[config.mk]
export PLATFORM = sky130hd
export DESIGN_NAME = des_sbox_sched
export DESIGN_NICKNAME = d
export VERILOG_FILES = /design/src/rtl/des_pkg.sv /design/src/rtl/des_sbox_lookup.sv /design/src/rtl/des_sbox_sched.sv
export SDC_FILE = /design/constraint.sdc
export NUM_CORES = 1
export LEC_CHECK = 0
export CORE_UTILIZATION = 36
export CTS_CLUSTER_DIAMETER = 40
export DETAILED_ROUTE_END_ITERATION = 10
export GPL_ROUTABILITY_DRIVEN = 0
export GPL_TIMING_DRIVEN = 1
export MAX_ROUTING_LAYER = met4
export SYNTH_ARGS = -nofsm -noshare
export SYNTH_HDL_FRONTEND = slang
export SYNTH_HIERARCHICAL = 1
export SYNTH_SLANG_ARGS = --single-unit
[constraint.sdc]
create_clock -name clk -period 5.9 [get_ports clk]
set_clock_uncertainty 0.2 [all_clocks]
set_input_delay 1.18 -clock clk [delete_from_list [all_inputs] [get_ports clk]]
set_output_delay 1.18 -clock clk [all_outputs]
set_load 0.01 [all_outputs]
[src/rtl/des_pkg.sv]
// Shared DES definitions for the S-box scheduler slice.
//   CHUNK_W / NIBBLE_W / NUM_BOXES : S-box input width, output width, box count
//   sched_state_t                  : scheduler FSM encoding
//   SBOX_TABLE                     : FIPS 46-3 S-boxes, indexed [box][row][col]
package des_pkg;

  localparam int unsigned CHUNK_W   = 6;
  localparam int unsigned NIBBLE_W  = 4;
  localparam int unsigned NUM_BOXES = 8;

  typedef enum logic [1:0] {
    IDLE = 2'd0,
    RUN  = 2'd1,
    DONE = 2'd2
  } sched_state_t;

  // Each 64-bit constant is one table row, column 0 in the leftmost nibble.
  localparam logic [0:NUM_BOXES-1][0:3][0:15][NIBBLE_W-1:0] SBOX_TABLE = {
    64'hE4D12FB83A6C5907, 64'h0F74E2D1A6CB9538, 64'h41E8D62BFC973A50, 64'hFC8249175B3EA06D,
    64'hF18E6B34972DC05A, 64'h3D47F28EC01A69B5, 64'h0E7BA4D158C6932F, 64'hD8A13F42B67C05E9,
    64'hA09E63F51DC7B428, 64'hD709346A285ECBF1, 64'hD6498F30B12C5AE7, 64'h1AD069874FE3B52C,
    64'h7DE3069A1285BC4F, 64'hD8B56F03472C1AE9, 64'hA690CB7DF13E5284, 64'h3F06A1D8945BC72E,
    64'h2C417AB6853FD0E9, 64'hEB2C47D150FA3986, 64'h421BAD78F9C5630E, 64'hB8C71E2D6F09A453,
    64'hC1AF92680D34E75B, 64'hAF427C9561DE0B38, 64'h9EF528C3704A1DB6, 64'h432C95FABE17608D,
    64'h4B2EF08D3C975A61, 64'hD0B7491AE35C2F86, 64'h14BDC37EAF680592, 64'h6BD814A7950FE23C,
    64'hD2846FB1A93E50C7, 64'h1FD8A374C56B0E92, 64'h7B419CE206ADF358, 64'h21E74A8DFC90356B
  };

endpackage

[src/rtl/des_sbox_lookup.sv]
// Combinational single S-box lookup.
//   i_box    : S-box index, 0 = S1 .. 7 = S8
//   i_chunk  : 6-bit chunk in DES bit order [1:6]
//   o_result : 4-bit substitution result [1:4]
module des_sbox_lookup
  import des_pkg::*;
(
  input  logic [2:0] i_box,
  input  logic [1:6] i_chunk,
  output logic [1:4] o_result
);

  logic [1:0] w_row;
  logic [3:0] w_col;

  // Outer bits select the row, inner four bits the column.
  assign w_row    = {i_chunk[1], i_chunk[6]};
  assign w_col    = i_chunk[2:5];
  assign o_result = SBOX_TABLE[i_box][w_row][w_col];

endmodule

[src/rtl/des_sbox_sched.sv]
// Time-multiplexed S-box stage of one DES f-function round.
// Takes the 48-bit post-key-mix word, runs LANES lookups per cycle over
// 8/LANES cycles, and offers the 32-bit substitution result downstream.
//   clk, rst              : clock, synchronous active-high reset
//   flush                 : synchronous abort of the word in flight
//   in_data/valid/ready   : 48-bit input handshake (DES bit 1 = MSB)
//   out_data/valid/ready  : 32-bit output handshake (S1 nibble = MSB)
//   busy                  : a word is held (RUN or DONE)
module des_sbox_sched
  import des_pkg::*;
#(
  parameter int unsigned LANES = 1
) (
  input  logic        clk,
  input  logic        rst,
  input  logic        flush,
  input  logic [47:0] in_data,
  input  logic        in_valid,
  output logic        in_ready,
  output logic [31:0] out_data,
  output logic        out_valid,
  input  logic        out_ready,
  output logic        busy
);

  localparam int unsigned STEPS  = NUM_BOXES / LANES;
  localparam int unsigned STEP_W = (STEPS > 1) ? $clog2(STEPS) : 1;

  if (!(LANES == 1 || LANES == 2 || LANES == 4 || LANES == 8)) begin : g_bad_lanes
    $error("des_sbox_sched: LANES must be 1, 2, 4 or 8");
  end

  sched_state_t                                r_state;
  logic [STEP_W-1:0]                           r_step;
  logic [0:NUM_BOXES-1][CHUNK_W-1:0]           r_in;
  logic [0:NUM_BOXES-1][NIBBLE_W-1:0]          r_out;

  logic [2:0]          w_box [LANES];
  logic [NIBBLE_W-1:0] w_res [LANES];

  for (genvar j = 0; j < LANES; j++) begin : g_lane
    assign w_box[j] = 3'(32'(r_step) * LANES + j);

    des_sbox_lookup u_lookup (
      .i_box    (w_box[j]),
      .i_chunk  (r_in[w_box[j]]),
      .o_result (w_res[j])
    );
  end

  always_ff @(posedge clk) begin
    if (rst) begin
      r_state <= IDLE;
      r_step  <= '0;
      r_in    <= '0;
      r_out   <= '0;
    end else if (flush) begin
      // Control state only; data registers are simply left unqualified.
      r_state <= IDLE;
      r_step  <= '0;
    end else begin
      case (r_state)
        IDLE: begin
          if (in_valid) begin
            r_in    <= in_data;
            r_out   <= '0;
            r_step  <= '0;
            r_state <= RUN;
          end
        end
        RUN: begin
          for (int unsigned j = 0; j < LANES; j++) begin
            r_out[w_box[j]] <= w_res[j];
          end
          if (r_step == STEP_W'(STEPS - 1)) begin
            r_step  <= '0;
            r_state <= DONE;
          end else begin
            r_step  <= r_step + STEP_W'(1);
          end
        end
        DONE: begin
          if (out_ready) begin
            r_state <= IDLE;
          end
        end
        default: r_state <= IDLE;
      endcase
    end
  end

  assign in_ready  = (r_state == IDLE);
  assign out_valid = (r_state == DONE);
  assign busy      = (r_state != IDLE);
  assign out_data  = r_out;

endmodule
== Yosys cells after proc, flatten, opt, wreduce, memory -nomap -nowiden ==
Memories as Yosys holds them, arrays and structs flattened.
Index checks and enable logic that the tools add are counted.

* Eq/ne operators: 6
* Mux-type cells: 23
* $lt $le $gt $ge: 4
* Bitwise logic cells: 4
* $add $sub $neg: 1
* Reductions and logical operators: 9

{| class="wikitable"
|+ Operators by type and width
! cell !! count
|-
| $mux W256 || 2
|-
| $bmux W64 S2 || 1
|-
| $mux W64 || 2
|-
| $pmux W32 S2 || 1
|-
| $bwmux W32 || 1
|-
| $mux W32 || 1
|-
| $bmux W6 S3 || 1
|-
| $bmux W4 S4 || 1
|-
| $demux W4 S3 || 1
|-
| $mux W4 || 3
|-
| $mux W6 || 2
|-
| $reduce_and A3 Y1 || 3
|-
| $mux W2 || 3
|-
| $mux W3 || 2
|-
| $pmux W2 S3 || 1
|-
| $pmux W3 S2 || 1
|-
| $ge A5 B5 Y1 const B || 1
|-
| $not A4 Y5 || 1
|-
| $ge A4 B4 Y1 const B || 1
|-
| $lt A4 B1 Y1 const B || 1
|-
| $ne A2 B2 Y1 const B || 2
|-
| $not A3 Y4 || 1
|-
| $reduce_bool A2 Y1 || 2
|-
| $add A3 B1 Y3 const B || 1
|-
| 11 further kinds || 11
|}

* Logic and storage cells: 66
* Register bits: 85
* Output and inout port bits: 35
* Memories: 1
* Memory bits (read-only): 2048

{| class="wikitable"
|+ Memory list
! memory !! words !! bits a word !! rd ports !! clocked after Yosys merged registers in !! wr ports !! RTL line !! source
|-
| (no name shown) || 8 || 256 || 1 || 0 || 0 || des_sbox_lookup.sv:19 || <nowiki>assign o_result = SBOX_TABLE[i_box][w_row][w_col];</nowiki>
|}

== Longest topological paths before layout ==
* Depth in word-level cells: 13
* Gate-level depth with buffers: 17
* Depth with buffers taken out: 12

== Hierarchy ==
Netlist, hierarchy kept.

{| class="wikitable"
|+ By module, submodules not included
! module !! area each (um^2) !! cells each !! times used
|-
| des_sbox_lookup || 3626.0 || 573 || 1
|-
| des_sbox_sched || 3487.1 || 413 || 1
|}

== Least setup slack after synthesis ==
No wires, ideal clock.

* Path type: reg-to-reg
* Start point: register r_step[1]
* End point: register r_out (netlist bit out_data[10])
* Path buffers: 4
* Required time: 5.640 ns
* Period minus slack after synthesis: 3.823 ns
* Setup time: 0.060 ns
* Cell stages (with the launch flop): 15
* Arrival: 3.563 ns
* Setup slack: 2.077 ns
* Cells stage by stage: dfxtp_1 -> buf_2 -> buf_2 -> mux4_2 -> nand2_1 -> nand2_1 -> buf_6 -> buf_6 -> or2_4 -> a311oi_1 -> nor3_1 -> o311a_1 -> nor4_1 -> and2_1 -> a22o_1

{| class="wikitable"
|+ RTL lines
! item !! RTL line !! source
|-
| from (decl) || des_sbox_sched.sv:34 || <nowiki>logic [STEP_W-1:0] r_step;</nowiki>
|-
| from (signal assigned) || des_sbox_sched.sv:79 || <nowiki>r_step <= r_step + STEP_W'(1);</nowiki>
|-
| to (signal, indexed assignment) || des_sbox_sched.sv:73 || <nowiki>r_out[w_box[j]] <= w_res[j];</nowiki>
|-
| to (decl) || des_sbox_sched.sv:36 || <nowiki>logic [0:NUM_BOXES-1][NIBBLE_W-1:0] r_out;</nowiki>
|}

==> results.py <==
metrics = {
    "status": {
        "status": "finished clean",
    },
    "global_routing": {
        "grt_remaining_overflow": 0,
        "antenna_found_initial": 0,
        "top_usage_layer": "met2",
        "track_usage_pct": 27.0,
        "grt_max_degree": 119,
        "use_met3_pct": 4.27,
        "grt_pass1_wl_um": 41700,
        "grt_pass1_vias": 7590,
        "grt_use_met2_pct": 38.9,
        "grt_use_met1_pct": 35.6,
    },
    "finish": {
        "multi_input_area_sq_um": 4850,
        "final_cells": 1268,
        "layout_commonest_cell": "nand2_1",
        "final_cell_mix": "nand2_1 (144), a21oi_1 (99), clkdlybuf4s50_1 (86), dfxtp_1 (82), nor2_1 (62)",
        "antenna_cells": 0,
        "fillCellCount": 2032,
        "fin_util_pct": 42.8,
        "final_cell_area_sq_um": 8300,
        "area_growth_pct": 16.7,
        "final_nets": 1066,
        "drive_above_1_share_pct": 7.18,
        "seqCellArea_sq_um": 1710,
    },
    "floorplan": {
        "core_area_sq_um": 19400,
        "ioPinCount": 88,
        "rows": 51,
        "die_w_um": 143,
        "dieArea_sq_um": 20300,
        "start_util_pct": 36.7,
        "die_y_um": 143,
    },
    "cts": {
        "postCtsHoldBufs": 0,
        "h-tree-depth": 3,
        "cts_buffers": 9,
        "path_clk_slew_ns": 0.07,
        "clock-root-buffer": "clkbuf_16",
        "clock_path_buffers": 2,
        "postCtsSetupRepairBufs": 0,
        "insertion_delay_ns": 0.34,
        "numClockSinks": 85,
        "post_cts_resized": 0,
        "cts_tree": "done",
    },
    "worst_setup_path": {
        "crit_fanout": 63,
        "critPathSlowestCell": "a2111oi_2",
        "worstPathRequired_ns": 5.99,
        "worst_path_most_repeated_cell": "a2111oi_2",
        "cp_cell_sequence": "mux4_2, nand2_1, nand2_2, buf_12, nor2_1, a21oi_1, a2111oi_2, a311o_1, a41oi_2, a2111oi_2, and2_1, a22o_1",
        "critPathMaxStageDelay_ns": 0.58,
        "worstSetupEndpointType": "flip-flop",
        "crit_type": "reg2reg",
        "cp-start-kind": "flip-flop",
        "worstPathArrival_ns": 4.59,
    },
    "detailed_routing": {
        "route.detailed.drc": 0,
        "vias_per_cell": 6.43,
        "initialDrtViolationCount": 1406,
        "ant_nets": 0,
        "wl_per_cell_um": 21.1,
        "drt-pass1-iter-count": 6,
        "num_vias": 8158,
        "totalWireLength_um": 26700,
    },
    "synthesis": {
        "syn_area_sq_um": 7110,
        "avgSynthCellArea_sq_um": 7.21,
        "synth_cell_types": 81,
        "synth_nets": 1054,
        "synth_edf_count": 0,
        "seq_area_frac_synth_pct": 23.9,
        "ys_warn_count": 6,
        "syn_inst": 986,
        "ys_seq_elements": 85,
        "synthFlopType": "dfxtp_1",
        "async_flop_share_pct": 0,
    },
    "placement": {
        "hpwl_um": 18000,
        "numPortBuffers": 87,
        "dp_cells": 1252,
        "pre_cts_slack_ns": 1.53,
        "placed_area_sq_um": 7970,
    },
    "sta": {
        "worst_hold_slack_ns": 0.255,
        "hold_violations": 0,
        "rsz0062_at_grt": "no",
        "worst_pin_slew_ns": 1.12,
        "fin_crit_ns": 4.50,
        "drv_slew": 0,
        "max_slew_margin_pct": 25.5,
        "fmax_mhz": 222,
        "setup-violations-final": 0,
        "tns_ns": 0,
        "period_share_pct": 76.3,
        "fin_ws_ns": 1.40,
    },
    "pwr": {
        "seq_power_share_pct": 38.9,
        "p_clk_share_pct": 40.5,
        "leakagePower_nw": 2.76,
        "p_int_mw": 1.09,
        "p_per_area_nw_per_um2": 186,
        "p_total_mw": 1.54,
        "ir_drop_v": 0.000147,
        "combinationalPowerShare_pct": 20.6,
        "p_sw_mw": 0.453,
        "swShare_pct": 29.3,
    },
    "run": {
        "drv_cap": 0,
    },
    "min_path": {
        "hold_class": "reg2reg",
    },
}
-- worst max-delay path: cells and delay by family, from the launching register on --
| family | cells | cell delay (ns) |
|---|---|---|
| AOI/OAI and AO/OA | 6 | 1.55 |
| buffers and inverters | 1 | 0.32 |
| DFF | 1 | 0.53 |
| muxes | 1 | 0.56 |
| and+or+nand+nor | 4 | 1.24 |
-- metal layers --
metal / wire, um / part of all wire [%] / up-vias
met4: 1510 / 5.7 / 0
met1: 11000 / 41 / 3687
met2: 11400 / 43 / 628
li1: - / - / 3692
met3: 2840 / 11 / 151
met5: 0 / 0 / -
-- state kept, by name, indices dropped and copies added, names as in the netlist --
signal,flops
out_data,32
r_state,2
r_in,48
r_step,3
-- Yosys cell counts (13+ instances only) --
| cell type | n | share of area, % |
|---|---|---|
| nand2_1 | 145 | 7.7 |
| a21oi_1 | 99 | 7.0 |
| dfxtp_1 | 85 | 24 |
| nor2_1 | 63 | 3.3 |
| o21ai_0 | 55 | 3.9 |
| clkbuf_1 | 41 | 2.2 |
| nor3_1 | 38 | 2.7 |
| buf_2 | 33 | 2.3 |
| nand2b_1 | 30 | 2.6 |
| nor2b_1 | 25 | 2.2 |
| a22o_1 | 24 | 3.0 |
| nand3_1 | 19 | 1.3 |
| o211ai_1 | 17 | 1.8 |
| a221oi_1 | 15 | 1.8 |
| ha_1 | 15 | 2.6 |
| inv_1 | 14 | 0.74 |
| a31oi_1 | 13 | 1.1 |
| and2_1 | 13 | 1.1 |
| buf_4 | 13 | 1.4 |
| o311ai_0 | 13 | 1.6 |
-- cell type report --
class,instances,share of cell area [%]
Timing Repair Buffer,104,12.3
Clock inverter,7,1.28
Clock buffer,9,2.71
Tap cell,265,3.99
Inverter,17,0.768
Sequential cell,85,20.6
Multi-Input combinational cell,781,58.4
-- path summary, 6_finish.rpt --
check	startpoint	endpoint	slack, ns	cells after the start
worst max-delay path	r_step[1]	out_data[5]	1.40	12
worst min register to register	r_in[9]	r_in[9]	0.26	2
worst max register to register	r_step[1]	out_data[5]	1.40	12
worst min-delay path	r_in[9]	r_in[9]	0.26	2
-- power groups by stage --
stage / clock, mW / combinational, mW / sequential [mW]
after floorplan: 0 / 0.204 / 0.610
after global routing: 0.663 / 0.336 / 0.602
after global placement: 0 / 0.308 / 0.614
final: 0.625 / 0.318 / 0.601
after CTS: 0.639 / 0.305 / 0.601
after detailed placement: 0 / 0.304 / 0.614
-- cell families after synthesis --
family                     synth area share (%)
muxes                                      3.40
DFF                                        23.9
xor gates and xnor gates                  0.493
AOI/OAI and AO/OA                          35.2
and+or+nand+nor                            25.9
adders and majority gates                  2.64
buffers and inverters                      8.46
Note: power is estimated with default switching activity, not from simulation.
